==> src/rtl/rename_map_table_pkg.sv <==
// rtl/rename_map_table_pkg.sv - shared types and default sizes for the rename map table
// Purpose: default geometry of the rename map plus the typedefs used to talk
//          about architectural registers, physical tags, checkpoint ids and maps.
// Ports:   none (package).
package rename_map_table_pkg;

  localparam int NUM_ARCH_REG_DEF = 16;
  localparam int NUM_PHYS_REG_DEF = 64;
  localparam int NUM_CKPT_DEF     = 4;

  localparam int AW_DEF = $clog2(NUM_ARCH_REG_DEF);
  localparam int PW_DEF = $clog2(NUM_PHYS_REG_DEF);
  localparam int CW_DEF = $clog2(NUM_CKPT_DEF);

  typedef logic [AW_DEF-1:0] arch_reg_t;
  typedef logic [PW_DEF-1:0] phys_reg_t;
  typedef logic [CW_DEF-1:0] ckpt_id_t;
  typedef phys_reg_t [NUM_ARCH_REG_DEF-1:0] map_t;

endpackage

==> src/rtl/rename_map_table_ckpt_store.sv <==
// rtl/rename_map_table_ckpt_store.sv - circular buffer of branch checkpoint snapshots
// Purpose: holds up to NUM_CKPT copies of the speculative map, allocated at tail
//          and released from head; restore rewinds tail to just past the id.
// Ports:   clk, n_rst        clock, async active-low reset
//          alloc, snap_in     write snap_in into slot tail and advance tail
//          rel                release the oldest slot (head)
//          restore, restore_id  make restore_id the youngest live slot
//          clear              drop every checkpoint (full flush)
//          tail, count, full  allocation slot, live count, buffer full
//          snap_out           snapshot stored in slot restore_id
module rename_map_table_ckpt_store
  import rename_map_table_pkg::*;
#(
  parameter int NUM_ARCH_REG = NUM_ARCH_REG_DEF,
  parameter int NUM_CKPT     = NUM_CKPT_DEF,
  parameter int PW           = PW_DEF,
  localparam int CW          = $clog2(NUM_CKPT)
) (
  input  logic                             clk,
  input  logic                             n_rst,
  input  logic                             alloc,
  input  logic [NUM_ARCH_REG-1:0][PW-1:0]  snap_in,
  input  logic                             rel,
  input  logic                             restore,
  input  logic [CW-1:0]                    restore_id,
  input  logic                             clear,
  output logic [CW-1:0]                    tail,
  output logic [CW:0]                      count,
  output logic                             full,
  output logic [NUM_ARCH_REG-1:0][PW-1:0]  snap_out
);

  logic [CW-1:0] head_q, head_d;
  logic [CW-1:0] tail_q, tail_d;
  logic [CW:0]   count_q, count_d;
  logic          rel_eff;
  logic [CW-1:0] restore_dist;

  logic [NUM_ARCH_REG-1:0][PW-1:0] snap_q [NUM_CKPT];

  // Slots are allocated in order, so the age of restore_id relative to head
  // is a plain modular difference; it stays live, everything younger is freed.
  assign restore_dist = restore_id - head_q;

  always_comb begin
    head_d  = head_q;
    tail_d  = tail_q;
    count_d = count_q;
    rel_eff = rel && (count_q != '0);
    if (clear) begin
      head_d  = '0;
      tail_d  = '0;
      count_d = '0;
    end else if (restore) begin
      head_d  = head_q + CW'(rel_eff);
      tail_d  = restore_id + CW'(1);
      count_d = {1'b0, restore_dist} + (CW+1)'(1) - (CW+1)'(rel_eff);
    end else begin
      head_d  = head_q + CW'(rel_eff);
      tail_d  = tail_q + CW'(alloc);
      count_d = count_q + (CW+1)'(alloc) - (CW+1)'(rel_eff);
    end
  end

  always_ff @(posedge clk or negedge n_rst) begin
    if (!n_rst) begin
      head_q  <= '0;
      tail_q  <= '0;
      count_q <= '0;
    end else begin
      head_q  <= head_d;
      tail_q  <= tail_d;
      count_q <= count_d;
    end
  end

  // Snapshot storage carries no reset: a slot is only read once it was written.
  always_ff @(posedge clk) begin
    if (alloc) snap_q[tail_q] <= snap_in;
  end

  assign tail     = tail_q;
  assign count    = count_q;
  assign full     = (count_q == (CW+1)'(NUM_CKPT));
  assign snap_out = snap_q[restore_id];

  a_release_nonempty : assert property (@(posedge clk) disable iff (!n_rst)
    rel |-> (count_q != '0));
  a_restore_live : assert property (@(posedge clk) disable iff (!n_rst)
    restore |-> ({1'b0, restore_dist} < count_q));

endmodule

==> src/rtl/rename_map_table.sv <==
// rtl/rename_map_table.sv - register rename map with branch checkpoints and committed map
// Purpose: translates architectural sources/dest to physical tags between decode
//          and dispatch; branch checkpoints allow mispredict recovery and the
//          committed map allows full flush recovery.
// Ports:   clk, n_rst                      clock, async active-low reset
//          rn_valid/rn_v_ra/rn_v_rt        rename request and source regs
//          rn_use_rw/rn_v_rw/rn_p_rw       dest write and its new physical tag
//          rn_ckpt                         branch: take a checkpoint
//          rn_p_ra/rn_p_rt/rn_p_old_rw     mapped sources, previous dest mapping
//          rn_ckpt_id/rn_stall             allocated checkpoint slot, rename refused
//          rs_valid/rs_id                  mispredict restore of a checkpoint
//          rl_valid                        release oldest checkpoint
//          cm_valid/cm_v_rw/cm_p_rw        commit of a dest write
//          flush                           restore committed map
//          ckpt_count                      live checkpoints
module rename_map_table
  import rename_map_table_pkg::*;
#(
  parameter int NUM_ARCH_REG = NUM_ARCH_REG_DEF,
  parameter int NUM_PHYS_REG = NUM_PHYS_REG_DEF,
  parameter int NUM_CKPT     = NUM_CKPT_DEF,
  localparam int AW          = $clog2(NUM_ARCH_REG),
  localparam int PW          = $clog2(NUM_PHYS_REG),
  localparam int CW          = $clog2(NUM_CKPT)
) (
  input  logic          clk,
  input  logic          n_rst,
  input  logic          rn_valid,
  input  logic [AW-1:0] rn_v_ra,
  input  logic [AW-1:0] rn_v_rt,
  input  logic          rn_use_rw,
  input  logic [AW-1:0] rn_v_rw,
  input  logic [PW-1:0] rn_p_rw,
  input  logic          rn_ckpt,
  output logic [PW-1:0] rn_p_ra,
  output logic [PW-1:0] rn_p_rt,
  output logic [PW-1:0] rn_p_old_rw,
  output logic [CW-1:0] rn_ckpt_id,
  output logic          rn_stall,
  input  logic          rs_valid,
  input  logic [CW-1:0] rs_id,
  input  logic          rl_valid,
  input  logic          cm_valid,
  input  logic [AW-1:0] cm_v_rw,
  input  logic [PW-1:0] cm_p_rw,
  input  logic          flush,
  output logic [CW:0]   ckpt_count
);

  logic [NUM_ARCH_REG-1:0][PW-1:0] spec_map_q, spec_map_d;
  logic [NUM_ARCH_REG-1:0][PW-1:0] arch_map_q, arch_map_d;
  logic [NUM_ARCH_REG-1:0][PW-1:0] snap_out;

  logic ckpt_full;
  logic rn_accept;
  logic ckpt_alloc;
  logic ckpt_restore;
  logic ckpt_release;

  // Flush and restore silently drop a rename instead of stalling it.
  assign rn_stall     = rn_valid & rn_ckpt & ckpt_full & ~flush & ~rs_valid;
  assign rn_accept    = rn_valid & ~flush & ~rs_valid & ~rn_stall;
  assign ckpt_alloc   = rn_accept & rn_ckpt;
  assign ckpt_restore = rs_valid & ~flush;
  assign ckpt_release = rl_valid & ~flush;

  // Sources read the registered map, so a same-cycle dest write is not seen.
  assign rn_p_ra     = spec_map_q[rn_v_ra];
  assign rn_p_rt     = spec_map_q[rn_v_rt];
  assign rn_p_old_rw = spec_map_q[rn_v_rw];

  always_comb begin
    arch_map_d = arch_map_q;
    if (cm_valid) arch_map_d[cm_v_rw] = cm_p_rw;
  end

  // The snapshot taken by a branch is spec_map_d, so it already holds the
  // branch's own dest write.
  always_comb begin
    spec_map_d = spec_map_q;
    if (flush) begin
      spec_map_d = arch_map_d;
    end else if (rs_valid) begin
      spec_map_d = snap_out;
    end else if (rn_accept && rn_use_rw) begin
      spec_map_d[rn_v_rw] = rn_p_rw;
    end
  end

  always_ff @(posedge clk or negedge n_rst) begin
    if (!n_rst) begin
      for (int i = 0; i < NUM_ARCH_REG; i++) begin
        spec_map_q[i] <= PW'(i);
        arch_map_q[i] <= PW'(i);
      end
    end else begin
      spec_map_q <= spec_map_d;
      arch_map_q <= arch_map_d;
    end
  end

  rename_map_table_ckpt_store #(
    .NUM_ARCH_REG (NUM_ARCH_REG),
    .NUM_CKPT     (NUM_CKPT),
    .PW           (PW)
  ) u_ckpt_store (
    .clk        (clk),
    .n_rst      (n_rst),
    .alloc      (ckpt_alloc),
    .snap_in    (spec_map_d),
    .rel        (ckpt_release),
    .restore    (ckpt_restore),
    .restore_id (rs_id),
    .clear      (flush),
    .tail       (rn_ckpt_id),
    .count      (ckpt_count),
    .full       (ckpt_full),
    .snap_out   (snap_out)
  );

endmodule
==> config.mk <==
export PLATFORM = sky130hd
export DESIGN_NAME = rename_map_table
export DESIGN_NICKNAME = d
export VERILOG_FILES = /design/src/rtl/rename_map_table_pkg.sv /design/src/rtl/rename_map_table_ckpt_store.sv /design/src/rtl/rename_map_table.sv
export SDC_FILE = /design/constraint.sdc
export NUM_CORES = 1
export LEC_CHECK = 0
export ABC_AREA = 1
export CAP_MARGIN = 0
export CELL_PAD_IN_SITES_DETAIL_PLACEMENT = 1
export CELL_PAD_IN_SITES_GLOBAL_PLACEMENT = 2
export CORE_MARGIN = 2
export CORE_UTILIZATION = 35
export CTS_CLUSTER_DIAMETER = 40
export DETAILED_ROUTE_END_ITERATION = 7
export MAX_ROUTING_LAYER = met4
export PLACE_DENSITY = 0.82
export SETUP_SLACK_MARGIN = 0.15
export SLEW_MARGIN = 40
export SYNTH_ARGS = -nofsm -noshare
export SYNTH_HDL_FRONTEND = slang
export SYNTH_SLANG_ARGS = --single-unit
==> constraint.sdc <==
create_clock -name clk -period 8 [get_ports clk]
set_clock_uncertainty 0.15 [all_clocks]
set_input_delay 1.6 -clock clk [delete_from_list [all_inputs] [get_ports clk]]
set_output_delay 1.6 -clock clk [all_outputs]
set_load 0.05 [all_outputs]
; ---- Word-level counts from Yosys, hierarchy flattened
; Memory sizes are Yosys's and may differ from the RTL's.
; Cells that the tools add are included.
[op_classes]
eq_ne = 1
addsub = 8
bitwise = 13
n_reduce_logical = 5
muxes = 23
n_lt_le_gt_ge = 6
[op_table]
columns = op, count
row1 = two-way mux 96 bit, 4
row2 = bitwise mux 96 bit, 2
row3 = binary-select mux 6 bit (select 4 bit), 3
row4 = demux 6 bit (select 4 bit), 2
row5 = two-way mux 6 bit, 5
row6 = < comparator 4 x 5 -> 1 bit (second input constant), 4
row7 = AND 1 bit, 10
row8 = greater-or-equal comparator 4 x 1 -> 1 bit (second input constant), 2
row9 = two-way mux 2 bit, 3
row10 = two-way mux 3 bit, 2
row11 = subtractor 3 x 1 -> 3 bit, 2
row12 = adder 2 x 1 -> 2 bit, 2
row13 = logical AND 1 bit, 4
row14 = adder 2 x 1 -> 3 bit (second input constant), 1
row15 = adder 3 x 1 -> 3 bit, 1
row16 = equality test 3 bit (second input constant), 1
row17 = NOT 1 bit, 3
row18 = nonzero test 3 bit, 1
row19 = adder 2 x 1 -> 2 bit (second input constant), 1
row20 = two-way mux 1 bit, 2
row21 = subtractor 2 bit, 1
[totals]
mem_bits_rw = 384
mem_count = 1
word_cells = 92
register_bits = 199
[memory_table]
columns = memory, words, word_bits, rd, rd_clocked_by_memory_dff, write_ports, line
row1 = u_ckpt_store.snap_q, 4, 96, 1, 0, 1, rename_map_table_ckpt_store.sv:39  ; logic [NUM_ARCH_REG-1:0][PW-1:0] snap_q [NUM_CKPT];

; ---- Logic depth before layout (Yosys ltp)
; Gate-level depths: netlist of run 1.
[depth]
ltp_word = 11
ltp_mapped = 11
mapped_depth_nobuf = 11

; ---- Cells and area by module
; A second synthesis of run 1 with hierarchy kept.
[unflattened]
hier_cells = 2937
hier_area_um2 = 27928.0
[by_module_without_submodules]
columns = mod, cells_per_inst, n_inst, area_each_um2, seq_area_each_um2
row1 = rename_map_table_ckpt_store, 890, 1, 14801.7, 11706.2
row2 = rename_map_table, 2047, 1, 13126.3, 4884.7

; ---- Worst setup path after synthesis of run 1
; Ideal clock, no wire load.
[synth_timing]
path_type = in2reg
startpoint = in flush
endpoint = mem u_ckpt_store.snap_q[0][0] in the netlist's numbering (enable)
required_time_ns = 7.182
stages = 5
n_path_buf = 0
setup_ns = 0.668
arrival_time_ns = 8.540
setup_slack_ns = -1.358
path_cell_list = inv_2 -> nand2_1 -> nor2_2 -> nand3_1 -> nor3_1
[synth_between]
elab_chain_cells = 8
elab_cells_between_ends = 10
cone_classes = mux (2) / bitwise (8)
[synth_rtl]
columns = item, line
row1 = start: declaration, rename_map_table.sv:46  ; input logic flush,
row2 = NOT 1 bit (*), "rename_map_table.sv:61, rename_map_table.sv:62"
row3 = AND 1 bit (2 in series), rename_map_table.sv:61  ; assign rn_stall = rn_valid & rn_ckpt & ckpt_full & ~flush & ~rs_valid;
row4 = NOT 1 bit, rename_map_table.sv:62  ; assign rn_accept = rn_valid & ~flush & ~rs_valid & ~rn_stall;
row5 = AND 1 bit (*), rename_map_table.sv:62
row6 = AND 1 bit (*), rename_map_table.sv:63  ; assign ckpt_alloc = rn_accept & rn_ckpt;
row7 = two-way mux 1 bit (*), rename_map_table_ckpt_store.sv:79  ; if (alloc) snap_q[tail_q] <= snap_in;
row8 = two-way mux 1 bit (not written as such) (*), rename_map_table_ckpt_store.sv:79
row9 = end: declaration, rename_map_table_ckpt_store.sv:39
; Mark *: on every way between the ends. The rest lies on a longest branch, timed or not.

; ---- Final worst setup path of run 1
[layout_timing]
startpoint = in rn_v_ra[2]
endpoint = out rn_p_ra[5]
[layout_between]
elab_chain_cells = 2
[layout_rtl]
columns = item, line
row1 = start: declaration, rename_map_table.sv:29  ; input logic [AW-1:0] rn_v_ra,
row2 = binary-select mux 6 bit (select 4 bit), rename_map_table.sv:68  ; assign rn_p_ra = spec_map_q[rn_v_ra];
row3 = two-way mux 6 bit (not written as such), rename_map_table.sv:68
row4 = end: declaration, rename_map_table.sv:35  ; output logic [PW-1:0] rn_p_ra,
; Every way passes these cells. The select of a mux whose other input is x is not followed.

==> results of run 1 <==
==> layout by cell type, fill, tap and decap left out, types with 18 or more instances in the layout <==
| cell type | instances |
|---|---|
| clkbuf_1 | 18 |
| o21ai_0 | 245 |
| nand3_1 | 456 |
| inv_1 | 260 |
| a21oi_1 | 51 |
| and2_1 | 54 |
| edfxtp_1 | 384 |
| o211ai_1 | 48 |
| buf_4 | 37 |
| clkdlybuf4s50_1 | 54 |
| clkbuf_16 | 107 |
| dfrtp_1 | 135 |
| dfstp_2 | 64 |
| nand2_1 | 1405 |
==> area by class of cell <==
class,count,share of cell area
Sequential cell,583,0.488
Multi-Input combinational cell,2323,0.302
Clock buffer,133,0.0840
Tap cell,1060,0.0390
Timing Repair Buffer,109,0.0320
Inverter,274,0.0306
Clock inverter,64,0.0238
Antenna cell,5,0.000368
==> stage by stage <==
| stage | cells | setup TNS, ns |
|---|---|---|
| after floorplan | 3380 | -521.44 |
| after global placement | 4345 | 0 |
| after detailed placement | 4346 | 0 |
| after CTS | 4543 | 0 |
| after global routing | 4550 | 0 |
| final | 4551 | 0 |
==> worst max-delay path, stage by stage <==
cell and delay, ns:
clkdlybuf4s50_1 0.95, inv_1 0.51, nand3_1 0.21, nand3_1 0.10
nand2_1 0.25, clkdlybuf4s50_1 0.86
==> metal layers <==
metal / wire, um / vias to the layer above
li1: - / 11100
met5: 0 / -
met3: 6700 / 187
met2: 48600 / 693
met1: 46500 / 12100
met4: 3550 / 0
==> power groups by stage <==
| stage | clock, W | sequential (W) | combinational [W] |
|---|---|---|---|
| detailed placement | 0 | 0.00375 | 0.00122 |
| global placement | 0 | 0.00374 | 0.00119 |
| global route | 0.00481 | 0.00372 | 0.00139 |
| CTS | 0.00468 | 0.00369 | 0.00124 |
| finish | 0.00460 | 0.00370 | 0.00124 |
| floorplan | 0 | 0.00368 | 0.000787 |
==> registers in the layout, summed over array words and instances (netlist names) <==
name                 count
u_ckpt_store.count       3
u_ckpt_store.head_q      2
arch_map_q              96
spec_map_q              96
u_ckpt_store.snap_q    384
u_ckpt_store.tail        2
==> cell families after synthesis <==
family	Yosys count	synth area share
compound gates	357	0.0677
xor+xnor	4	0.00122
fa+ha+maj	8	0.00375
buf+inv	474	0.0667
flops	583	0.579
simple gates	1954	0.282
==> worst max path at each step <==
stage	start	to	slack, ns	cells past startpoint
2_1_floorplan	flush	u_ckpt_store.snap_q[0][0]	-1.36	5
3_3_place_gp	rn_v_rw[0]	rn_p_old_rw[4]	1.84	8
3_5_place_dp	rn_v_rw[0]	rn_p_old_rw[4]	1.76	8
4_1_cts	rn_v_rw[0]	rn_p_old_rw[4]	1.76	8
5_1_grt	rn_v_ra[2]	rn_p_ra[5]	1.70	6
6_report	rn_v_ra[2]	rn_p_ra[5]	1.76	6
==> results.md, run 1 <==
| Result | This run |
|:---|:---|
| Count of flip-flops with a built-in enable after synthesis | 384 |
| Clock share of power | 0.483 |
| Final hold viol count | 0 |
| WP data arrival | 4.49 ns |
| Input/output buffers | 62 |
| Flops & latches, synth | 583 |
| Pre-antenna DRT Iters | 5 |
| Clock sink count | 583 |
| Chip Width | 290 um |
| Final total power | 0.00954 W |
| Maximum VDD drop | 0.210 mV |
| Clock Root Buffer | clkbuf_16 |
| R2r endpoint | u_ckpt_store.snap_q[0][95] |
| Number of fill cells in the layout | 9330 |
| Die height | 290 um |
| Reg2Reg Launch Point | u_ckpt_store.count[1] |
| Nets in the synthesized netlist | 3427 |
| Number of CTS-inserted buffers | 105 |
| Met1 Usage GRT | 0.335 |
| Top-Level Pins | 63 |
| Cell type with the largest total area after synthesis | edfxtp_1 |
| Post-route design area | 34000 um2 |
| Startpoint Class | primary input |
| Footprint of the multi-input gates | 10200 um2 |
| Worst reg-to-reg setup slack | 4.99 ns |
| Via count of the first global-routing pass | 24700 |
| Initial core utilization | 0.355 |
| Start-to-end type of the worst setup path | in2out |
| Number of antenna violations at the first check in global routing | 7 |
| Cells after synthesis | 3380 |
| Core area | 80800 um2 |
| DRC viols | 0 |
| Residual overflow from global routing | 0 |
| Sequential Area | 16600 um2 |
| Most used flip-flop cell after synthesis | edfxtp_1 |
| Min-Delay Path Class | reg2reg |
| Maximum level of the CTS H-tree | 3 |
| End-of-flow core utilization | 0.420 |
| Synthesis-to-layout area growth | 18.5% |
| Setup repair after global routing missed its margin | no |
| Hold EP | arch_map_q[0] |
| Tmin final | 6.24 ns |
| Max-Cap Viols | 0 |
| Dpl ws | 1.76 ns |
| Final antenna-violating net count | 0 |
| Fmax | 160 MHz |
| Deepest clock path buffer count | 3 |
| Total of cells resized after clock tree synthesis | 0 |
| DRC marker count from the first detailed-route iteration | 1859 |
| Share of the yosys chip area belonging to registers | 0.579 |
| Sw Pwr | 0.00263 W |
| Fraction of met2 tracks used by global routing | 0.403 |
| Number of cells traversed by the worst hold path | 1 |
| Min setup slack post-route | 1.76 ns |
| Critical Path End Type | output pin |
| Static leakage power | 14.6 nW |
| Most numerous cell in the Yosys netlist | nand2_1 |
| First-pass GRT wire length | 158000 um |
| Met3 GRT Util | 0.0468 |
| Cell area after placement | 30200 um2 |
| Ratio of routed vias to standard cells | 5.30 |
| GRT Resource Usage Total | 0.256 |
| Post-Syn Area | 28700 um2 |
| Total number of vias | 24100 |
| Portion of synthesized cell area occupied by the leading cell type | 0.402 |
| Synthesized area divided by synthesized cell count | 8.48 um2 |
| Fraction of registers with async set or reset after synthesis | 0.341 |
| Clock tree from TritonCTS | done |
| Worst Tran Pin Value | 0.813 ns |
| Tcrit/Tclk final | 0.780 |
| Buffers inserted during post-CTS setup optimization | 0 |
| Hold buffer count at CTS | 0 |
| Clock transition at the registers of the reported paths | 0.05 ns |
| Flop pwr share | 0.388 |
| Largest fanout on the critical path | 13 |
| Count of unique library cells instantiated by Yosys | 29 |
| Most frequent cells after synthesis | nand2_1, nand3_1, edfxtp_1 |
| Switch share | 0.276 |
| Die area | 84200 um2 |
| Fraction of layout cells with a size suffix above 1 | 0.0935 |
| Internal power | 0.00691 W |
| Count of pins over their slew limit | 0 |
| Worst Hold Margin | 0.335 ns |
| Required @ worst endpoint | 6.25 ns |
| Setup-violating endpoint count in the final report | 0 |
| Power per Cell Area | 281 nW/um2 |
| Status | complete, no violations |
| Logic pwr share | 0.130 |
| Net count of the finished layout | 3443 |
| Synthesis warning total | 0 |
| Row Count | 104 |
| Worst relative slew slack | 0.457 |
| Placer Congestion | 0.905 |
| Final wirelength | 105000 um |
| HPWL after detailed placement | 63700 um |
| Clock Latency Late Sink | 0.65 ns |
| Launch point of the worst hold path | arch_map_q[0] |
| Peak-usage layer in the global routing report | met2 |
| Routed WL per cell | 23.1 um |
| FF-to-FF path depth | 8 |
| Leading cell types by total area after synthesis | edfxtp_1, nand2_1, dfrtp_1 |
| Largest net degree at the start of global routing | 95 |
(Power assumes the default switching activity.)
==> run 2: changes to the inputs <==
clock period = 5.6 ns   (was 8 ns; I/O delays follow)
==> run 2 against run 1 <==
  * Wire length down 2.3%
  * Register-to-register slack worse by 2.4 ns
  * Via count down 0.96%
  * Setup slack worse by 0.88 ns
==> results.md, run 2 (synthesized netlist as in run 1, its figures left out) <==
| Result | This run |
|:---|:---|
| Number of fill cells in the layout | 9340 |
| Final wirelength | 103000 um |
| Number of CTS-inserted buffers | 98 |
| Dpl ws | 0.944 ns |
| Clock tree from TritonCTS | done |
| Maximum level of the CTS H-tree | 3 |
| Flip-flop count of the largest register, all copies and words added | 384 |
| Synthesis-to-layout area growth | 18.4% |
| Chip Width | 290 um |
| Clock transition at the registers of the reported paths | 0.06 ns |
| Reg2Reg Launch Point | u_ckpt_store.count[1] |
| Tcrit/Tclk final | 0.843 |
| Worst reg-to-reg setup slack | 2.62 ns |
| Final antenna-violating net count | 0 |
| Start-to-end type of the worst setup path | in2out |
| Number of antenna violations at the first check in global routing | 5 |
| Net count of the finished layout | 3447 |
| DRC viols | 0 |
| Largest net degree at the start of global routing | 136 |
| Final hold viol count | 0 |
| Maximum VDD drop | 0.231 mV |
| Regs by FF count | u_ckpt_store.snap_q: 384 flops, arch_map_q: 96 flops, spec_map_q: 96 flops |
| Fraction of layout cells with a size suffix above 1 | 0.0970 |
| Largest fanout on the critical path | 12 |
| WP data arrival | 3.45 ns |
| Setup_tns | 0 ns |
| Deepest clock path buffer count | 3 |
| Count of pins over their slew limit | 0 |
| Most flop-heavy register | u_ckpt_store.snap_q |
| Most frequent standard cell in the layout excluding fill and tap cells | nand2_1 |
| Clock Root Buffer | clkbuf_16 |
| Min-Delay Path Class | in2async |
| Clock sink count | 583 |
| Total of cells resized after clock tree synthesis | 0 |
| Required @ worst endpoint | 4.33 ns |
| Die height | 290 um |
| Ratio of routed vias to standard cells | 5.25 |
| HPWL after detailed placement | 62700 um |
| Via count of the first global-routing pass | 24200 |
| Total number of vias | 23900 |
| Status | complete, no violations |
| Core area | 80800 um2 |
| Static leakage power | 14.6 nW |
| Most frequent cells in the layout | nand2_1, nand3_1, edfxtp_1, inv_1, o21ai_0 |
| First-pass GRT wire length | 155000 um |
| Min setup slack post-route | 0.879 ns |
| Critical Path End Type | output pin |
| Power per Cell Area | 389 nW/um2 |
| Placer Congestion | 0.893 |
| Start point of the critical path | rn_v_rt[2] |
| Worst Tran Pin Value | 0.879 ns |
| Routed WL per cell | 22.6 um |
| Worst Hold Margin | 0.183 ns |
| Initial core utilization | 0.355 |
| Fmax | 212 MHz |
| Buffers inserted during post-CTS setup optimization | 0 |
| Tmin final | 4.72 ns |
| Clock Latency Late Sink | 0.67 ns |
| Top-Level Pins | 63 |
| Startpoint Class | primary input |
| Pre-antenna DRT Iters | 5 |
| Max-Cap Viols | 0 |
| DRC marker count from the first detailed-route iteration | 1759 |
| Hold buffer count at CTS | 0 |
| Row Count | 104 |
| GRT Resource Usage Total | 0.252 |
| Worst relative slew slack | 0.414 |
| Residual overflow from global routing | 0 |
| Final total power | 0.0132 W |
| Die area | 84200 um2 |
| Setup repair after global routing missed its margin | no |
| Setup-violating endpoint count in the final report | 0 |
| Input/output buffers | 62 |
==> run 2: changes by cell type in the layout (fill, tap and decap cells not counted), moves of 4 or more <==
cell,delta
buf_12,+17
inv_2,+4
clkdlybuf4s50_1,-6
clkbuf_16,-9
buf_4,+7
clkbuf_1,-12
clkinvlp_4,-8
inv_1,-4
clkinv_4,+6
inv_8,+7
bufinv_16,-5
clkinv_1,+4
buf_6,-9
==> run 2: path summary, 6_finish.rpt <==
| check | endpoint | cells past startpoint |
|---|---|---|
| max | rn_p_rt[1] | 6 |
| min in group clk | arch_map_q[0] | 1 |
| max in group asynchronous | arch_map_q[64] | 2 |
| min | spec_map_q[22] | 1 |
| min reg2reg | arch_map_q[0] | 1 |
| max reg2reg | u_ckpt_store.snap_q[0][22] | 8 |
==> run 2: layout make-up <==
type	instances	area [um2]	share of cell area
Antenna cell	6	15.0	0.000442
Clock buffer	110	2560	0.0753
Timing Repair Buffer	120	1330	0.0391
Tap cell	1060	1330	0.0391
Clock inverter	74	846	0.0249
Multi-Input combinational cell	2323	10300	0.302
Inverter	274	1040	0.0306
Sequential cell	583	16600	0.489
==> run 2: report_power, final <==
part	switching, W	internal (W)
clock	0.00232	0.00382
combinational	0.00123	0.000536
sequential	0.000249	0.00504
total	0.00381	0.00940
==> run 2: per-stage QoR <==
step,utilization,cells,area [um2]
detailed placement,0.378,4359,30500
global route,0.420,4548,34000
floorplan,-,3380,28700
finish,0.420,4550,34000
CTS,0.420,4543,33900
global placement,0.377,4356,30400
==> run 2: critical path: stages <==
cell,delay [ns]
clkdlybuf4s50_1,0.61
inv_1,0.34
nand3_1,0.19
nand3_1,0.11
nand2_1,0.22
clkdlybuf4s50_1,0.85
==> run 2: per-layer routing <==
metal,global-route usage,part of all wire,vias to the layer above
met1,0.340,0.46,12000
met4,0.0807,0.028,0
met3,0.0415,0.056,168
met2,0.388,0.46,603
met5,-,0,-
li1,-,-,11100
